File: src/rtl/alk_pkg.sv
`default_nettype none
// ============================================================================
// Module      : alk_pkg
// Description : Shared constants and types for the A:Q shift sequencer.
//               Holds op-code values, sequencer state encoding, shift-in
//               source encoding and default WIDTH/CNTW values.
// Revision    : 1.0  initial release
// ============================================================================
package alk_pkg;

  // Default datapath and shift-count widths
  localparam int c_WIDTH_DEFAULT = 32;
  localparam int c_CNTW_DEFAULT  = 6;

  // Operation codes (alushf_h)
  localparam logic [2:0] c_OP_LOAD = 3'b000;
  localparam logic [2:0] c_OP_SHL1 = 3'b001;
  localparam logic [2:0] c_OP_SHF  = 3'b010;
  localparam logic [2:0] c_OP_ROT  = 3'b011;
  localparam logic [2:0] c_OP_QSH1 = 3'b100;
  localparam logic [2:0] c_OP_ASH1 = 3'b101;
  localparam logic [2:0] c_OP_SHR  = 3'b110;
  localparam logic [2:0] c_OP_ASR  = 3'b111;

  // Sequencer states
  typedef enum logic [1:0] {
    ST_IDLE  = 2'd0,
    ST_SHIFT = 2'd1,
    ST_DONE  = 2'd2
  } state_t;

  // Source of the bit entering the vacated end of the shifted field
  typedef enum logic [1:0] {
    SIN_ZERO = 2'd0,
    SIN_ONE  = 2'd1,
    SIN_WRAP = 2'd2,
    SIN_SIGN = 2'd3
  } sin_t;

endpackage : alk_pkg
`default_nettype wire

File: src/rtl/alkshfdec.sv
`default_nettype none
// ============================================================================
// Module      : alkshfdec
// Description : Combinational decoder from 3-bit op code to single-step
//               shifter controls.
// Ports       : i_op        - op code (captured op register)
//               o_dir_right - 1: shift toward LSB, 0: toward MSB
//               o_a_en      - A participates in the step
//               o_q_en      - Q participates in the step
//               o_sin       - shift-in source
//               o_no_step   - op performs no step at all
// Revision    : 1.0  initial release
// ============================================================================
module alkshfdec
  import alk_pkg::*;
(
  input  logic [2:0] i_op,
  output logic       o_dir_right,
  output logic       o_a_en,
  output logic       o_q_en,
  output sin_t       o_sin,
  output logic       o_no_step
);

  always_comb begin
    o_dir_right = 1'b0;
    o_a_en      = 1'b0;
    o_q_en      = 1'b0;
    o_sin       = SIN_ZERO;
    o_no_step   = 1'b0;
    case (i_op)
      c_OP_LOAD: o_no_step = 1'b1;
      c_OP_SHL1: begin o_a_en = 1'b1; o_q_en = 1'b1; o_sin = SIN_ONE;  end
      c_OP_SHF:  begin o_a_en = 1'b1; o_q_en = 1'b1; o_sin = SIN_ZERO; end
      c_OP_ROT:  begin o_a_en = 1'b1; o_q_en = 1'b1; o_sin = SIN_WRAP; end
      c_OP_QSH1: begin o_q_en = 1'b1; o_sin = SIN_ONE; end
      c_OP_ASH1: begin o_a_en = 1'b1; o_sin = SIN_ONE; end
      c_OP_SHR: begin
        o_dir_right = 1'b1; o_a_en = 1'b1; o_q_en = 1'b1; o_sin = SIN_ZERO;
      end
      c_OP_ASR: begin
        o_dir_right = 1'b1; o_a_en = 1'b1; o_q_en = 1'b1; o_sin = SIN_SIGN;
      end
      default: o_no_step = 1'b1;
    endcase
  end

endmodule : alkshfdec
`default_nettype wire

File: src/rtl/alkshfseq.sv
`default_nettype none
// ============================================================================
// Module      : alkshfseq
// Description : Multi-cycle A:Q shift sequencer. On start, captures operands,
//               op code and step count, then performs one single-bit step per
//               clock until the count is exhausted, followed by a one-cycle
//               DONE state that pulses done_h.
// Ports       : clk_h            - clock (rising edge)
//               reset_l          - asynchronous active-low reset
//               start_h          - start request (sampled in IDLE only)
//               abort_h          - synchronous cancel in SHIFT/DONE
//               alushf_h[2:0]    - op code
//               count_h[CNTW-1:0]- number of single-bit steps
//               a_in_h, q_in_h   - operands
//               a_out_h, q_out_h - current A and Q registers
//               busy_h           - high in SHIFT and DONE
//               done_h           - one-cycle completion pulse
// Revision    : 1.0  initial release
// ============================================================================
module alkshfseq #(
  parameter int WIDTH = alk_pkg::c_WIDTH_DEFAULT,
  parameter int CNTW  = alk_pkg::c_CNTW_DEFAULT
) (
  input  logic             clk_h,
  input  logic             reset_l,
  input  logic             start_h,
  input  logic             abort_h,
  input  logic [2:0]       alushf_h,
  input  logic [CNTW-1:0]  count_h,
  input  logic [WIDTH-1:0] a_in_h,
  input  logic [WIDTH-1:0] q_in_h,
  output logic [WIDTH-1:0] a_out_h,
  output logic [WIDTH-1:0] q_out_h,
  output logic             busy_h,
  output logic             done_h
);

  import alk_pkg::*;

  state_t           r_state;
  state_t           w_state_nxt;
  logic [WIDTH-1:0] r_a;
  logic [WIDTH-1:0] r_q;
  logic [2:0]       r_op;
  logic [CNTW-1:0]  r_cnt;

  logic             w_load;
  logic             w_step;
  logic [WIDTH-1:0] w_a_step;
  logic [WIDTH-1:0] w_q_step;
  logic             w_sin_bit;

  logic             w_dir_right;
  logic             w_a_en;
  logic             w_q_en;
  sin_t             w_sin;
  logic             w_no_step;

  // Step controls come from the captured op, not the live input
  alkshfdec u_dec (
    .i_op        (r_op),
    .o_dir_right (w_dir_right),
    .o_a_en      (w_a_en),
    .o_q_en      (w_q_en),
    .o_sin       (w_sin),
    .o_no_step   (w_no_step)
  );

  // --------------------------------------------------------------------------
  // State register
  // --------------------------------------------------------------------------
  always_ff @(posedge clk_h or negedge reset_l) begin
    if (!reset_l) begin
      r_state <= ST_IDLE;
    end else begin
      r_state <= w_state_nxt;
    end
  end

  // --------------------------------------------------------------------------
  // Next-state and datapath strobes
  // --------------------------------------------------------------------------
  always_comb begin
    w_state_nxt = r_state;
    w_load      = 1'b0;
    w_step      = 1'b0;
    case (r_state)
      ST_IDLE: begin
        // abort_h is ignored here so a coincident start always wins
        if (start_h) begin
          w_load = 1'b1;
          if ((count_h == '0) || (alushf_h == c_OP_LOAD)) begin
            w_state_nxt = ST_DONE;
          end else begin
            w_state_nxt = ST_SHIFT;
          end
        end
      end
      ST_SHIFT: begin
        if (abort_h) begin
          w_state_nxt = ST_IDLE;
        end else begin
          w_step = ~w_no_step;
          // This edge performs the final step when one step remains
          if (r_cnt == {{(CNTW-1){1'b0}}, 1'b1}) begin
            w_state_nxt = ST_DONE;
          end
        end
      end
      ST_DONE: begin
        // start_h is deliberately not sampled on the DONE-to-IDLE edge
        w_state_nxt = ST_IDLE;
      end
      default: begin
        w_state_nxt = ST_IDLE;
      end
    endcase
  end

  // --------------------------------------------------------------------------
  // Single-bit shifter on A:Q
  // --------------------------------------------------------------------------
  always_comb begin
    case (w_sin)
      SIN_ZERO: w_sin_bit = 1'b0;
      SIN_ONE:  w_sin_bit = 1'b1;
      // Rotate feeds back the bit leaving the opposite end of the field
      SIN_WRAP: w_sin_bit = w_dir_right ? r_q[0] : r_a[WIDTH-1];
      SIN_SIGN: w_sin_bit = r_a[WIDTH-1];
      default:  w_sin_bit = 1'b0;
    endcase
  end

  always_comb begin
    w_a_step = r_a;
    w_q_step = r_q;
    if (!w_dir_right) begin
      if (w_a_en && w_q_en) begin
        w_a_step = {r_a[WIDTH-2:0], r_q[WIDTH-1]};
        w_q_step = {r_q[WIDTH-2:0], w_sin_bit};
      end else if (w_a_en) begin
        w_a_step = {r_a[WIDTH-2:0], w_sin_bit};
      end else if (w_q_en) begin
        w_q_step = {r_q[WIDTH-2:0], w_sin_bit};
      end
    end else begin
      if (w_a_en && w_q_en) begin
        w_a_step = {w_sin_bit, r_a[WIDTH-1:1]};
        w_q_step = {r_a[0], r_q[WIDTH-1:1]};
      end else if (w_a_en) begin
        w_a_step = {w_sin_bit, r_a[WIDTH-1:1]};
      end else if (w_q_en) begin
        w_q_step = {w_sin_bit, r_q[WIDTH-1:1]};
      end
    end
  end

  // --------------------------------------------------------------------------
  // Operand, op and count registers
  // --------------------------------------------------------------------------
  always_ff @(posedge clk_h or negedge reset_l) begin
    if (!reset_l) begin
      r_a   <= '0;
      r_q   <= '0;
      r_op  <= c_OP_LOAD;
      r_cnt <= '0;
    end else if (w_load) begin
      r_a   <= a_in_h;
      r_q   <= q_in_h;
      r_op  <= alushf_h;
      r_cnt <= count_h;
    end else if (w_step) begin
      r_a   <= w_a_step;
      r_q   <= w_q_step;
      r_cnt <= r_cnt - 1'b1;
    end
  end

  assign a_out_h = r_a;
  assign q_out_h = r_q;
  assign busy_h  = (r_state == ST_SHIFT) || (r_state == ST_DONE);
  // An abort in DONE cancels the completion pulse for that cycle
  assign done_h  = (r_state == ST_DONE) && !abort_h;

endmodule : alkshfseq
`default_nettype wire

File: config.mk
export PLATFORM = sky130hd
export DESIGN_NAME = alkshfseq
export DESIGN_NICKNAME = d
export VERILOG_FILES = /design/src/rtl/alk_pkg.sv /design/src/rtl/alkshfdec.sv /design/src/rtl/alkshfseq.sv
export SDC_FILE = /design/constraint.sdc
export NUM_CORES = 1
export LEC_CHECK = 0
export ABC_AREA = 1
export CAP_MARGIN = 20
export CORE_AREA = 2 2 99 101
export CTS_BUF_LIST = sky130_fd_sc_hd__clkbuf_8 sky130_fd_sc_hd__clkbuf_16
export DETAILED_ROUTE_END_ITERATION = 8
export DIE_AREA = 0 0 101 103
export GPL_TIMING_DRIVEN = 0
export MAX_ROUTING_LAYER = met4
export PLACE_DENSITY = 0.95
export REMOVE_ABC_BUFFERS = 1
export SETUP_SLACK_MARGIN = 0.2
export SYNTH_ARGS = -nofsm -noshare
export SYNTH_HDL_FRONTEND = slang
export SYNTH_SLANG_ARGS = --single-unit
File: constraint.sdc
create_clock -name clk_h -period 2.7 [get_ports clk_h]
set_input_delay 0.81 -clock clk_h [delete_from_list [all_inputs] [get_ports clk_h]]
set_output_delay 0.81 -clock clk_h [all_outputs]
set_load 0.02 [all_outputs]
==> flow_results.org <==
** Placement
- Count of buffers inserted at the top-level ports :: approximately 140
- At the end of routability-driven placement, the weighted congestion stood at roughly 0.91.
- Post-DP HPWL :: a little over 8000 microns

** Clock network
- After clock tree synthesis, the clock-pin slew on the worst setup and hold paths is about 0.08 ns.
- Clock tree from TritonCTS :: built
- In this run the deepest clock path goes through 2 buffers.
- For this design, the CTS-stage hold fixing added 0 buffers.
- Clock tree synthesis found a total of 75 sinks.
- Worst skew pair latency :: about 0.34 ns
- Cell at the root of the clock tree :: sky130_fd_sc_hd__clkbuf_8
- Number of buffers created by CTS :: 9
- Number of levels the H-tree was split into :: 3

** Synth
- Count leader, synth :: sky130_fd_sc_hd__nand2_1
- In the synthesized netlist the async set-or-reset flop fraction comes to 1.00.
- For this run, the register share of the synthesized area comes to 0.392.
- Cell area after synthesis :: ~4800 sq um
- After synthesis, the share of cell area in mux cells is 0.
- Register bit total from synthesis :: 75
- Sorting the synthesized cells by how often they occur yields sky130_fd_sc_hd__nand2_1 (362), sky130_fd_sc_hd__dfrtp_1 (75), sky130_fd_sc_hd__inv_1 (52).
- Xor and xnor area share after synthesis :: 0.00183
- Of the total synthesized cell area, the portion taken by full adders, half adders and majority gates is 0.0131.
- Yosys warning count :: 0
- The largest total area in the synthesized netlist belongs to sky130_fd_sc_hd__dfrtp_1.
- Syn Area/Cell :: around 7 sq um
- Synthesis instantiated 22 different standard cells from the library.
- Main combinational cell family by area after synthesis :: simple AND/OR/NAND/NOR gates
- Of the total synthesized cell area, the portion taken by AND, OR, NAND and NOR gates is 0.351.
- Top-area cell type share of the netlist area :: 0.392
- By area the synthesized netlist is led by sky130_fd_sc_hd__dfrtp_1 (39%), sky130_fd_sc_hd__nand2_1 (28%), sky130_fd_sc_hd__o211ai_2 (7.6%).
- Number of instances in the synthesized netlist :: a little under 700
- Number of synthesized flops with an enable pin :: 0
- Flip-flop cell with the highest count after synthesis :: sky130_fd_sc_hd__dfrtp_1
- Complex-gate fraction of the synthesized area :: 0.140

** Drt
- Detailed routing inserted a total of approximately 4800 vias.
- After detailed routing, the number of vias per cell comes to about 5.2.
- The first detailed-routing pass took 4 iterations.
- The final layout contains routed wiring with a total length of approximately 13000 microns.
- In the final routed layout, each cell accounts on average for 13.9 microns.
- Count of antenna-violating nets left after detailed routing :: 0
- First DRT Iteration DRCs :: 237
- DRC errors left :: 0

** Global routing
- Wire length of the first global-routing pass :: just over 20000 microns
- Pin count of the biggest net entering global routing :: just under 70
- The number of antenna violations at the first check in global routing was 0.
- The total overflow left after global routing is 0.
- For this run, the total global-route usage over all layers was measured as 0.251.
- The number of global-route vias before repair was about 4400.

** Pwr
- Total chip power :: 0.00818 W
- IR Drop Worst-Case VDD :: 0.653 mV
- Summed over all cells, the static leakage comes to 3.32 nW.
- In this run the power density over the cells is approximately 1300 nW/um^2.

** Floorplanning
- The floorplan step defined a core boundary enclosing 9460 sq um.
- The floorplan has 36 rows.
- Horizontal extent of the die :: approximately 100 microns
- The floorplan step defined a die boundary enclosing roughly 10000 sq um.
- The initial utilization of the core area, before any placement, comes to 0.506.
- Die span in y :: around 100 microns
- Boundary Pins :: about 140

** Timing
- For the pin with the worst max-slew slack, the measured transition is 0.983 ns.
- Setup repair after global routing left no endpoint under its margin.
- Final worst path period share :: 0.872
- The number of slew-limit violations in the final report was 0.
- Slew HR :: 0.344
- Final hold analysis gives a worst-case slack of slightly above 0.3 ns.
- Skew final :: ~0.0097 ns
- Based on the critical path, the design can be clocked at up to roughly 0.42 GHz.
- Post-route minimum period :: around 2.4 ns
- The number of failing hold endpoints at the final stage is 0.
- Setup violations remaining at the end of the flow were counted as 0.

** Final layout
- Net count of the finished layout :: roughly 880
- Fill cells in the final layout number around 750.
- Area added between synthesis and finish :: 35.0%
- Measured on the finished design, the core utilization comes to 0.684.
- In the final layout, the share of cells above drive strength 1 is 0.0824.
- The number of antenna diodes in the final layout is 0.

** Critical path
- Destination of the worst register-to-register timing path :: a_out_h[20]
- The most critical setup path has its startpoint at abort_h.
- Setup CP Type :: in -> out
- In this run the worst path has a maximum fanout of 3.
- Data on the critical path arrives at its endpoint at approximately 1.5 ns.
- The number of cells on the worst reg-to-reg path is 9.
- STA puts the critical path data required time at ~1.9 ns.
- The most critical setup path has its endpoint at done_h.
- The worst setup path is launched from an input port.
- Setup slack of the most critical reg-to-reg path :: between 0.4 and 0.5 ns
- In this run the critical register-to-register path is launched from r_state[1].
- STA classifies the critical path endpoint as a primary output.

** Status
- The flow ran to the end, and the final reports show no timing, DRC or antenna violations.

** Run
- Max-cap violations in this run came to 0.

** Hold path
- Worst hold path type :: in -> async
## registers in the layout, summed over array words and instances (netlist names)
register,cells
q_out_h,32
r_state,2
r_cnt,6
r_op,3
a_out_h,32
## critical path, cell delays in order
cell and delay, ns:
sky130_fd_sc_hd__clkdlybuf4s50_1 0.45, sky130_fd_sc_hd__nor2_1 0.12, sky130_fd_sc_hd__clkbuf_2 0.17
## cells by family after synthesis
group	Yosys count
XOR/XNOR	1
buffers and inverters	94
AND/OR/NAND/NOR	428
flip-flops	75
AO/OA/AOI/OAI	71
adder cells (fa/ha/maj)	5
## layout by cell type (no fill, tap or decap), drive strengths merged, types with 3 or more instances in the layout
cell / Yosys / final
buf: 34 / 8
clkbuf: 6 / 12
clkdlybuf4s50: 0 / 138
clkinvlp: 0 / 3
dfrtp: 75 / 75
ha: 5 / 5
inv: 54 / 54
nand2: 365 / 366
nand3: 46 / 46
nor2: 14 / 14
o211ai: 62 / 62
o21ai: 7 / 7
## where the power goes
| group | total (W) | switching (W) | internal [W] |
|---|---|---|---|
| registers | 0.00229 | 0.000624 | 0.00166 |
| logic | 0.00492 | 0.00289 | 0.00203 |
| clock network | 0.000977 | 0.000411 | 0.000567 |
## timing repair
| item | in CTS | in global routing |
|---|---|---|
| gates resized for setup | 9 | 3 |
| gates cloned | 1 | 1 |
| endpoints found under the setup margin | 67 | 34 |
| pin swaps | 0 | 1 |
| setup buffers | 4 | 0 |
## metrics by stage
step,cell area [sq um],TNS (ns),cells,worst slack (ns)
CTS,6450,0,914,0.211
floorplan,4500,-136.67,634,-2.38
detailed placement,6160,-56.32,893,-1.55
finish,6470,0,915,0.347
global placement,6070,-419.58,890,-4.62
global route,6470,0,915,0.242
## worst min-delay path by stage
| stage | from | to | cells past startpoint |
|---|---|---|---|
| 6_report | reset_l | r_cnt[2] | 1 |
| 5_1_grt | reset_l | r_cnt[3] | 1 |
| 4_1_cts | reset_l | r_cnt[2] | 1 |
| 3_5_place_dp | q_out_h[1] | q_out_h[1] | 2 |
| 3_3_place_gp | q_out_h[1] | q_out_h[1] | 2 |
| 2_1_floorplan | r_cnt[1] | r_cnt[1] | 2 |
## metal layers
metal / wire length, microns / global-route usage / part of all wire
met5: 0 / - / 0
met2: 6250 / 0.421 / 0.49
met1: 5540 / 0.314 / 0.44
met3: 652 / 0.0339 / 0.051
met4: 253 / 0.0863 / 0.020
## final cells by class
cell class,instances,area (sq um),area share
tap,114,143,0.0221
timing repair inverter,1,7.51,0.00116
clock inverter,5,76.3,0.0118
multi-input combinational,506,2470,0.382
clock buffer,11,151,0.0234
timing repair buffer,149,1530,0.237
inverter,54,209,0.0323
sequential,75,1880,0.290
Power figures use the tool's default switching activity.
